--- src/rtl/multicycle_fsm.sv ---
// Main sequencing state machine for the multicycle ARM core.
// Walks the datapath through fetch/decode/execute/memory/writeback for
// data-processing, LDR/STR and B instructions over a shared memory, with a
// MemReady handshake that stretches fetch and memory-access cycles.
module multicycle_fsm #(
    parameter int unsigned STATE_W = 4
) (
    input  logic               clk,
    input  logic               reset,
    input  logic [1:0]         Op,
    input  logic [5:0]         Funct,
    input  logic               CondEx,
    input  logic               MemReady,
    output logic               IRWrite,
    output logic               NextPC,
    output logic               AdrSrc,
    output logic               ALUSrcA,
    output logic [1:0]         ALUSrcB,
    output logic [1:0]         ResultSrc,
    output logic               ALUOp,
    output logic               RegW,
    output logic               MemW,
    output logic               Branch,
    output logic               InstrDone,
    output logic               Undef,
    output logic [STATE_W-1:0] State
);

    typedef enum logic [STATE_W-1:0] {
        FETCH    = 4'd0,
        DECODE   = 4'd1,
        MEMADR   = 4'd2,
        MEMREAD  = 4'd3,
        MEMWB    = 4'd4,
        MEMWRITE = 4'd5,
        EXECUTER = 4'd6,
        EXECUTEI = 4'd7,
        ALUWB    = 4'd8,
        BRANCH   = 4'd9
    } state_t;

    state_t state;
    state_t state_next;

    // Funct[2:1] carry no control meaning for this machine.
    logic unused_funct_bits;
    assign unused_funct_bits = ^Funct[2:1];

    // Compare/test ops (TST/TEQ/CMP/CMN) only update flags.
    logic is_compare;
    assign is_compare = (Funct[4:3] == 2'b10);

    // State register with synchronous reset back to FETCH.
    always_ff @(posedge clk) begin
        if (reset) state <= FETCH;
        else       state <= state_next;
    end

    // Next-state and output decode; everything is forced low during reset.
    always_comb begin
        state_next = FETCH;
        IRWrite    = 1'b0;
        NextPC     = 1'b0;
        AdrSrc     = 1'b0;
        ALUSrcA    = 1'b0;
        ALUSrcB    = 2'b00;
        ResultSrc  = 2'b00;
        ALUOp      = 1'b0;
        RegW       = 1'b0;
        MemW       = 1'b0;
        Branch     = 1'b0;
        InstrDone  = 1'b0;
        Undef      = 1'b0;

        case (state)
            FETCH: begin
                ALUSrcA    = 1'b1;
                ALUSrcB    = 2'b10;
                ResultSrc  = 2'b10;
                IRWrite    = MemReady;
                NextPC     = MemReady;
                state_next = MemReady ? DECODE : FETCH;
            end
            DECODE: begin
                ALUSrcA   = 1'b1;
                ALUSrcB   = 2'b10;
                ResultSrc = 2'b10;
                if (!CondEx) begin
                    state_next = FETCH;
                    InstrDone  = 1'b1;
                end else begin
                    case (Op)
                        2'b00:   state_next = Funct[5] ? EXECUTEI : EXECUTER;
                        2'b01:   state_next = MEMADR;
                        2'b10:   state_next = BRANCH;
                        default: begin
                            state_next = FETCH;
                            InstrDone  = 1'b1;
                            Undef      = 1'b1;
                        end
                    endcase
                end
            end
            MEMADR: begin
                ALUSrcB    = 2'b01;
                state_next = Funct[0] ? MEMREAD : MEMWRITE;
            end
            MEMREAD: begin
                AdrSrc     = 1'b1;
                state_next = MemReady ? MEMWB : MEMREAD;
            end
            MEMWB: begin
                ResultSrc  = 2'b01;
                RegW       = 1'b1;
                InstrDone  = 1'b1;
                state_next = FETCH;
            end
            MEMWRITE: begin
                AdrSrc     = 1'b1;
                MemW       = 1'b1;
                InstrDone  = MemReady;
                state_next = MemReady ? FETCH : MEMWRITE;
            end
            EXECUTER: begin
                ALUOp      = 1'b1;
                state_next = ALUWB;
            end
            EXECUTEI: begin
                ALUSrcB    = 2'b01;
                ALUOp      = 1'b1;
                state_next = ALUWB;
            end
            ALUWB: begin
                RegW       = !is_compare;
                InstrDone  = 1'b1;
                state_next = FETCH;
            end
            BRANCH: begin
                ALUSrcB    = 2'b01;
                ResultSrc  = 2'b10;
                Branch     = 1'b1;
                InstrDone  = 1'b1;
                state_next = FETCH;
            end
            default: state_next = FETCH;
        endcase

        if (reset) begin
            IRWrite   = 1'b0;
            NextPC    = 1'b0;
            AdrSrc    = 1'b0;
            ALUSrcA   = 1'b0;
            ALUSrcB   = 2'b00;
            ResultSrc = 2'b00;
            ALUOp     = 1'b0;
            RegW      = 1'b0;
            MemW      = 1'b0;
            Branch    = 1'b0;
            InstrDone = 1'b0;
            Undef     = 1'b0;
        end
    end

    assign State = reset ? '0 : state;

endmodule

--- config.mk ---
export PLATFORM = sky130hd
export DESIGN_NAME = multicycle_fsm
export DESIGN_NICKNAME = d
export VERILOG_FILES = /design/src/rtl/multicycle_fsm.sv
export SDC_FILE = /design/constraint.sdc
export NUM_CORES = 1
export LEC_CHECK = 0
export ABC_CLOCK_PERIOD_IN_PS = 1990
export CAP_MARGIN = 20
export CORE_MARGIN = 2
export CORE_UTILIZATION = 37
export CTS_BUF_LIST = sky130_fd_sc_hd__clkbuf_4
export DETAILED_ROUTE_END_ITERATION = 10
export GPL_TIMING_DRIVEN = 0
export PLACE_DENSITY = 0.8
export SYNTH_ARGS = -nofsm -noshare
export SYNTH_HDL_FRONTEND = slang
export SYNTH_SLANG_ARGS = --single-unit
--- constraint.sdc ---
create_clock -name clk -period 1.99 [get_ports clk]
set_clock_uncertainty 0.1 [all_clocks]
set_input_delay 0.4975 -clock clk [delete_from_list [all_inputs] [get_ports clk]]
set_output_delay 0.4975 -clock clk [all_outputs]
set_load 0.03 [all_outputs]
==> insert_results.sql, run 1 <==
INSERT INTO impl_metrics (metric_group, metric, value, unit) VALUES
('die', 'die_x', '40.22', 'µm'),
('route', 'num_vias', '718', ''),
('power', 'power.share.sequential', '0.246', ''),
('min_path', 'worst_hold_path_type', 'flip-flop to flip-flop', ''),
('grt', 'grt_antenna_before_repair', '0', ''),
('layout', 'fillerInstances', '92', ''),
('die', 'die_height', '40.22', 'µm'),
('placed_design', 'routabilityCongestion', '0.8071', ''),
('placed_design', 'placement.io_buffers', '27', ''),
('layout', 'reg.largest.list', 'state: 4 flops', ''),
('power', 'power_frac_clock', '0.271', ''),
('layout', 'finalCoreUtilization', '0.7870', ''),
('sta', 'final.setup.tns', '-0.3782', 'ns'),
('critical_path', 'critPathRequiredTime', '1.39', 'ns'),
('grt', 'largest_net_degree_at_the_start_of_global_routing', '11', ''),
('sta', 'timing.hold.ws', '0.6026', 'ns'),
('critical_path', 'reg2reg_setup_slack', '0.34', 'ns'),
('outcome', 'status', 'finished, violations left', ''),
('logic_synthesis', 'synth_fp_nets', '83', ''),
('layout', 'n_antenna_cell', '0', ''),
('logic_synthesis', 'number_of_distinct_library_cell_variants_in_the_gate_level_netlist_after_synthesis', '32', ''),
('critical_path', 'r2r_endpoint', 'state[2]', ''),
('cts', 'clkSlewWorstSetupHoldPaths', '0.04', 'ns'),
('logic_synthesis', 'post_synth_main_area_contributors', 'sky130_fd_sc_hd__dfxtp_1 16%, sky130_fd_sc_hd__nor2b_1 10%, sky130_fd_sc_hd__nor2_1 6.2%', ''),
('critical_path', 'worst-endpoint-arrival', '1.63', 'ns'),
('sta', 'timing.max_slew.rel_slack', '0.7191', ''),
('sta', 'max_freq', '449.5', 'MHz'),
('layout', 'layout-drive-gt1-share', '0.5413', ''),
('sta', 'finalSetupViolations', '5', ''),
('die', 'ioPinCount', '30', ''),
('die', 'initial_utilization', '0.3826', ''),
('power', 'ir_worst_vdd', '313.9', 'µV'),
('power', 'p_per_area', '356.5', 'nW/µm²'),
('critical_path', 'critical_path.endpoint_type', 'primary output', ''),
('logic_synthesis', 'syn_inst_count', '71', ''),
('cts', 'cts.path.max_buffers', '2', ''),
('power', 'cellInternalPower', '0.2319', 'mW'),
('route', 'drc_errors', '0', ''),
('logic_synthesis', 'synth-seq-area-share', '0.1649', ''),
('grt', 'grt.total_usage', '0.2349', ''),
('grt', 'globalRouteOverflowTotal', '0', ''),
('logic_synthesis', 'postSynth.topFlopCell', 'sky130_fd_sc_hd__dfxtp_1', ''),
('critical_path', 'worst_r2r_startpoint', 'state[1]', ''),
('logic_synthesis', 'synth-seq-cells', '4', ''),
('cts', 'clock_insertion_delay_worst_skew', '0.23', 'ns'),
('outcome', 'failing_checks', 'setup timing', ''),
('die', 'floorplan.die_area', '1618', 'µm²'),
('sta', 'layout_min_cycle_time', '2.225', 'ns'),
('logic_synthesis', 'post_synth_instance_area', '485.5', 'µm²'),
('die', 'floorplan.rows', '13', ''),
('critical_path', 'critical_path.max_fanout', '6', ''),
('cts', 'cts_made_buffers', '3', ''),
('cts', 'htree_levels', '1', ''),
('power', 'static_leakage', '0.4362', 'nW'),
('layout', 'nets', '123', ''),
('sta', 'worst-slew-pin-transition', '0.4175', 'ns'),
('route', 'antenna_left', '0', ''),
('sta', 'final.setup.worst_slack', '-0.2348', 'ns'),
('power', 'p_comb_frac', '0.483', ''),
('grt', 'grt_first_pass_wirelength', '2.525', 'mm'),
('placed_design', 'placement.setup.worst_slack', '-1.008', 'ns'),
('critical_path', 'worstRegToRegCells', '4', ''),
('placed_design', 'placedInstanceArea', '808.3', 'µm²'),
('route', 'drt_iter0_drc', '27', ''),
('logic_synthesis', 'ys_top_cells_by_count', '8 x sky130_fd_sc_hd__nor2_1, 8 x sky130_fd_sc_hd__nor2b_1, 6 x sky130_fd_sc_hd__nand2_1, 5 x sky130_fd_sc_hd__nor3_1', ''),
('logic_synthesis', 'post-synth-top-area-cell', 'sky130_fd_sc_hd__dfxtp_1', ''),
('logic_synthesis', 'avgSynthCellArea', '6.838', 'µm²'),
('logic_synthesis', 'async_flop_share', '0', ''),
('cts', 'tritoncts_num_sinks', '4', ''),
('die', 'core_region_area', '1269', 'µm²'),
('critical_path', 'crit_path_end', 'InstrDone', '');
-- final cells by class --
cell class                 instances  area, µm²  area share
multi-input combinational         58      478.0      0.4787
tap                               15      18.77     0.01880
timing repair buffer              35      296.5      0.2970
clock buffer                       3      22.52     0.02256
inverter                           2      11.26     0.01128
buffer                             7      81.33     0.08145
sequential                         4      90.09     0.09023
-- worst max-delay path: stages, from the launching register on --
cell and delay (ns):
sky130_fd_sc_hd__dfxtp_4 0.37, sky130_fd_sc_hd__or4b_4 0.53, sky130_fd_sc_hd__a21o_1 0.18, sky130_fd_sc_hd__a31oi_1 0.14
sky130_fd_sc_hd__buf_4 0.19
-- cells by family after synthesis --
| logic type | after synthesis | synth area share |
|---|---|---|
| compound gates | 15 | 0.2062 |
| xor+xnor | 2 | 0.03609 |
| buf+inv | 9 | 0.09020 |
| flops | 4 | 0.1650 |
| simple gates | 41 | 0.5026 |
-- how the worst min path moves through the flow --
stage | start | end | slack, ns | depth (start not counted)
after floorplan | state[0] | state[1] | 0.53 | 3
after global placement | state[0] | state[1] | 0.62 | 3
after detailed placement | state[2] | state[1] | 0.61 | 3
after CTS | state[0] | state[1] | 0.60 | 3
after global routing | state[2] | state[3] | 0.62 | 3
final | state[2] | state[3] | 0.60 | 3
-- stage by stage --
| stage | power [mW] | instances |
|---|---|---|
| final | 0.3560 | 124 |
| after global routing | 0.3752 | 124 |
| after CTS | 0.3322 | 121 |
| after detailed placement | 0.2222 | 113 |
| after global placement | 0.2199 | 113 |
| after floorplan | 0.1678 | 71 |
-- power groups by stage --
stage	logic (mW)	registers (mW)	clock network (mW)
floorplan	0.0805	0.0873	0
detailed placement	0.134	0.0882	0
global placement	0.132	0.0881	0
CTS	0.145	0.0867	0.101
global route	0.181	0.0877	0.106
finish	0.172	0.0876	0.0963
-- placed cells by master, fill, tap and decap left out, types with 2 or more instances in the layout --
cell / n
sky130_fd_sc_hd__clkdlybuf4s15_2: 3
sky130_fd_sc_hd__buf_4: 17
sky130_fd_sc_hd__nand2_1: 5
sky130_fd_sc_hd__nor2_1: 6
sky130_fd_sc_hd__o31a_1: 2
sky130_fd_sc_hd__dfxtp_2: 2
sky130_fd_sc_hd__nor3_1: 2
sky130_fd_sc_hd__dlygate4sd2_1: 5
sky130_fd_sc_hd__clkbuf_2: 3
sky130_fd_sc_hd__a21oi_1: 2
sky130_fd_sc_hd__dfxtp_4: 2
sky130_fd_sc_hd__dlymetal6s2s_1: 2
sky130_fd_sc_hd__o21ai_0: 2
sky130_fd_sc_hd__a21oi_2: 2
sky130_fd_sc_hd__clkdlybuf4s50_1: 2
sky130_fd_sc_hd__nor2b_1: 4
sky130_fd_sc_hd__buf_8: 3
sky130_fd_sc_hd__buf_6: 3
sky130_fd_sc_hd__buf_2: 2
sky130_fd_sc_hd__clkbuf_4: 3
sky130_fd_sc_hd__nor3_2: 3
sky130_fd_sc_hd__nor2b_4: 3
-- routing by layer --
layer | global-route usage | up-vias | share of wire
li1 | - | 333 | -
met4 | 0.1500 | 0 | 0.017
met3 | 0.06667 | 6 | 0.051
met1 | 0.2525 | 356 | 0.41
met2 | 0.3992 | 23 | 0.52
met5 | 0 | - | 0
-- what timing repair did --
action                     in CTS  in global routing
buffers inserted                4                  4
setup endpoints to repair      18                 16
pin swaps                       4                  5
gates cloned                    1                  0
resized for setup             120                 20
Note: power is estimated with default switching activity, not from simulation.
==> run 2: changes to the inputs <==
CORE_AREA = 2 2 39 41   (was default)
CORE_MARGIN = default   (was 2)
CORE_UTILIZATION = default   (was 37)
DIE_AREA = 0 0 41 43   (was default)
DONT_BUFFER_PORTS = 1   (was default)
PLACE_DENSITY = default   (was 0.8)
==> run 2 against run 1 <==
Core utilization fell by 14 points. The run still ends with setup timing left. Register-to-register slack improved by 0.06 ns. Global-route usage fell by 6.7 points. Critical endpoint unchanged. Sequential power fell by 2.4%. Fmax rose by 2.0%. Critical path depth fell by 1. Hold slack got worse by 0.26 ns. First-iteration DRC count fell by 59%. Non-clock buffer count fell by 17. Sequential cell count did not move. Highest routed layer unchanged. Largest cell class unchanged. Final cell count fell by 13%. Setup slack improved by 0.043 ns.
==> insert_results.sql, run 2 (synthesis gave the netlist of run 1 again) <==
INSERT INTO impl_metrics (metric_group, metric, value, unit) VALUES
('outcome', 'status', 'finished, violations left', ''),
('outcome', 'failing_checks', 'setup timing', ''),
('placed_design', 'placement.io_buffers', '0', ''),
('route', 'number_of_iterations_in_the_first_detailed_routing_pass', '4', ''),
('die', 'core_region_area', '1384', 'µm²'),
('sta', 'timing.max_slew.rel_slack', '0.5981', ''),
('critical_path', 'worst_setup_path_start_kind', 'flip-flop', ''),
('layout', 'largest_register_ffs', '4', ''),
('die', 'floorplan.rows', '14', ''),
('critical_path', 'critPathRequiredTime', '1.39', 'ns'),
('grt', 'grt_first_pass_wirelength', '2.035', 'mm'),
('sta', 'worst-slew-pin-transition', '0.6016', 'ns'),
('layout', 'post-route-cell-area', '895.9', 'µm²'),
('sta', 'final.period_utilization', '1.096', ''),
('cts', 'cts_tree', 'yes', ''),
('sta', 'finalSetupViolations', '5', ''),
('sta', 'grt_setup_unrepaired', 'true', ''),
('sta', 'max_freq', '458.3', 'MHz'),
('die', 'die_x', '41', 'µm'),
('power', 'p_sw', '0.1174', 'mW'),
('layout', 'n_antenna_cell', '0', ''),
('layout', 'nets', '106', ''),
('min_path', 'hold_path_cells', '2', ''),
('cts', 'clkSlewWorstSetupHoldPaths', '0.04', 'ns'),
('critical_path', 'critical_path.endpoint_type', 'primary output', ''),
('layout', 'layout-drive-gt1-share', '0.6196', ''),
('power', 'fin_total_pwr', '0.3303', 'mW'),
('power', 'sw_frac_of_total', '0.3555', ''),
('job', 'max_cap_viol_count', '0', ''),
('layout', 'layout.cells.most_common', 'sky130_fd_sc_hd__buf_4', ''),
('die', 'initial_utilization', '0.3508', ''),
('placed_design', 'post-place-cells', '87', ''),
('power', 'ir_worst_vdd', '342.7', 'µV'),
('power', 'cellInternalPower', '0.2129', 'mW'),
('route', 'num_vias', '609', ''),
('critical_path', 'worst-endpoint-arrival', '1.58', 'ns'),
('sta', 'final.setup.worst_slack', '-0.1919', 'ns'),
('layout', 'top_register', 'state', ''),
('cts', 'cts.path.max_buffers', '2', ''),
('grt', 'first_global_vias', '504', ''),
('layout', 'areaGrowthSynthToFinish', '84.54', '%'),
('grt', 'globalRouteOverflowTotal', '0', ''),
('route', 'drt-wirelength-per-cell', '15.28', 'µm'),
('power', 'power_frac_clock', '0.296', ''),
('placed_design', 'placedInstanceArea', '539.3', 'µm²'),
('route', 'drt_iter0_drc', '11', ''),
('die', 'floorplan.die_area', '1763', 'µm²'),
('power', 'p_comb_frac', '0.445', ''),
('layout', 'finalCoreUtilization', '0.6474', ''),
('placed_design', 'routabilityCongestion', '0.8486', ''),
('grt', 'grt.total_usage', '0.1683', ''),
('route', 'drc_errors', '0', ''),
('sta', 'timing.hold.ws', '0.3433', 'ns'),
('critical_path', 'worst-setup-path-type', 'flip-flop to primary output', ''),
('sta', 'maxSlewViolCount', '0', ''),
('critical_path', 'reg2reg_setup_slack', '0.40', 'ns'),
('cts', 'cts_made_buffers', '3', ''),
('grt', 'grt_antenna_before_repair', '0', ''),
('cts', 'htree_levels', '1', ''),
('cts', 'tritoncts_num_sinks', '4', ''),
('power', 'p_per_area', '368.7', 'nW/µm²'),
('sta', 'final_hold_viol_count', '0', ''),
('power', 'static_leakage', '0.3351', 'nW'),
('critical_path', 'critical_path.max_fanout', '3', ''),
('min_path', 'worst_hold_path_type', 'input port to flip-flop', ''),
('die', 'ioPinCount', '30', ''),
('route', 'vias_per_cell', '5.639', ''),
('layout', 'commonest_cells_after_routing_fill_and_taps_aside', '16 x sky130_fd_sc_hd__buf_4, 5 x sky130_fd_sc_hd__nor2b_1, 4 x sky130_fd_sc_hd__buf_6, 4 x sky130_fd_sc_hd__nand2_1, 4 x sky130_fd_sc_hd__clkbuf_4', ''),
('grt', 'largest_net_degree_at_the_start_of_global_routing', '11', ''),
('route', 'routed_wirelength', '1.650', 'mm'),
('placed_design', 'detailed_place_hpwl', '920.5', 'µm'),
('critical_path', 'worstRegToRegCells', '4', ''),
('sta', 'layout_min_cycle_time', '2.182', 'ns'),
('power', 'power.share.sequential', '0.259', ''),
('cts', 'clock_insertion_delay_worst_skew', '0.23', 'ns'),
('route', 'antenna_left', '0', ''),
('layout', 'reg.largest.list', 'state: 4 flops', ''),
('cts', 'root_buffer', 'sky130_fd_sc_hd__clkbuf_4', ''),
('layout', 'instances_no_fill', '108', ''),
('die', 'die_height', '43', 'µm');
## run 2: changes by cell type in the layout (fill, tap and decap cells not counted), moves of 2 or more
cell	change
sky130_fd_sc_hd__nor2_1	-3
sky130_fd_sc_hd__a21oi_2	-2
sky130_fd_sc_hd__nor3_4	+3
sky130_fd_sc_hd__dlymetal6s2s_1	-2
sky130_fd_sc_hd__clkdlybuf4s15_2	-3
sky130_fd_sc_hd__buf_2	-2
sky130_fd_sc_hd__dlygate4sd2_1	-5
sky130_fd_sc_hd__clkdlybuf4s50_1	-2
sky130_fd_sc_hd__nor2_2	+2
sky130_fd_sc_hd__nor3_2	-3
sky130_fd_sc_hd__nor2b_4	-2
## run 2: final cells by class
class	instances	area [µm²]
fillers	114	488.0
repair buffers	18	140.1
clock buffers	3	22.52
inverters	2	11.26
plain buffers	7	72.57
flip-flops and latches	4	90.09
well taps	16	20.02
multi-input cells	58	539.3
## run 2: final timing paths
kind                to     start
min           state[1]    CondEx
max reg2reg   state[2]  state[1]
min reg2reg   state[1]  state[2]
max          InstrDone  state[1]
## run 2: metrics by stage
stage | worst slack, ns | TNS, ns
2_1_floorplan | -0.1934 | -0.5274
3_3_place_gp | -0.2919 | -1.560
3_5_place_dp | -0.2951 | -1.627
4_1_cts | -0.2104 | -0.8759
5_1_grt | -0.2308 | -1.075
6_report | -0.1919 | -0.6974
## run 2: what timing repair did
| item | CTS | global route |
|---|---|---|
| setup buffers | 9 | 9 |
| pin swaps | 8 | 12 |
| gates resized for setup | 38 | 14 |
| hold buffers | 0 | 0 |
| endpoints found under the setup margin | 17 | 13 |
## run 2: critical path, stage by stage, from the launching register on
cell                      delay [ns]
sky130_fd_sc_hd__dfxtp_4        0.34
sky130_fd_sc_hd__or4b_4         0.52
sky130_fd_sc_hd__a21o_1         0.20
sky130_fd_sc_hd__a31oi_4        0.29
## run 2: power groups by stage
stage | clock [mW] | sequential [mW] | combinational [mW]
after floorplan | 0 | 0.0873 | 0.0805
after global placement | 0 | 0.0882 | 0.0898
after detailed placement | 0 | 0.0884 | 0.0899
after CTS | 0.102 | 0.0857 | 0.129
after global routing | 0.113 | 0.0858 | 0.154
final | 0.0977 | 0.0855 | 0.147
## run 2: metal layers
layer  global-route usage  up-vias  routed length [µm]
met5                    0        -                   0
met4              0.08000        0                  23
met3              0.03665        6                  77
met2               0.2875       22                 875
met1               0.1824      282                 673
li1                     -      299                   -
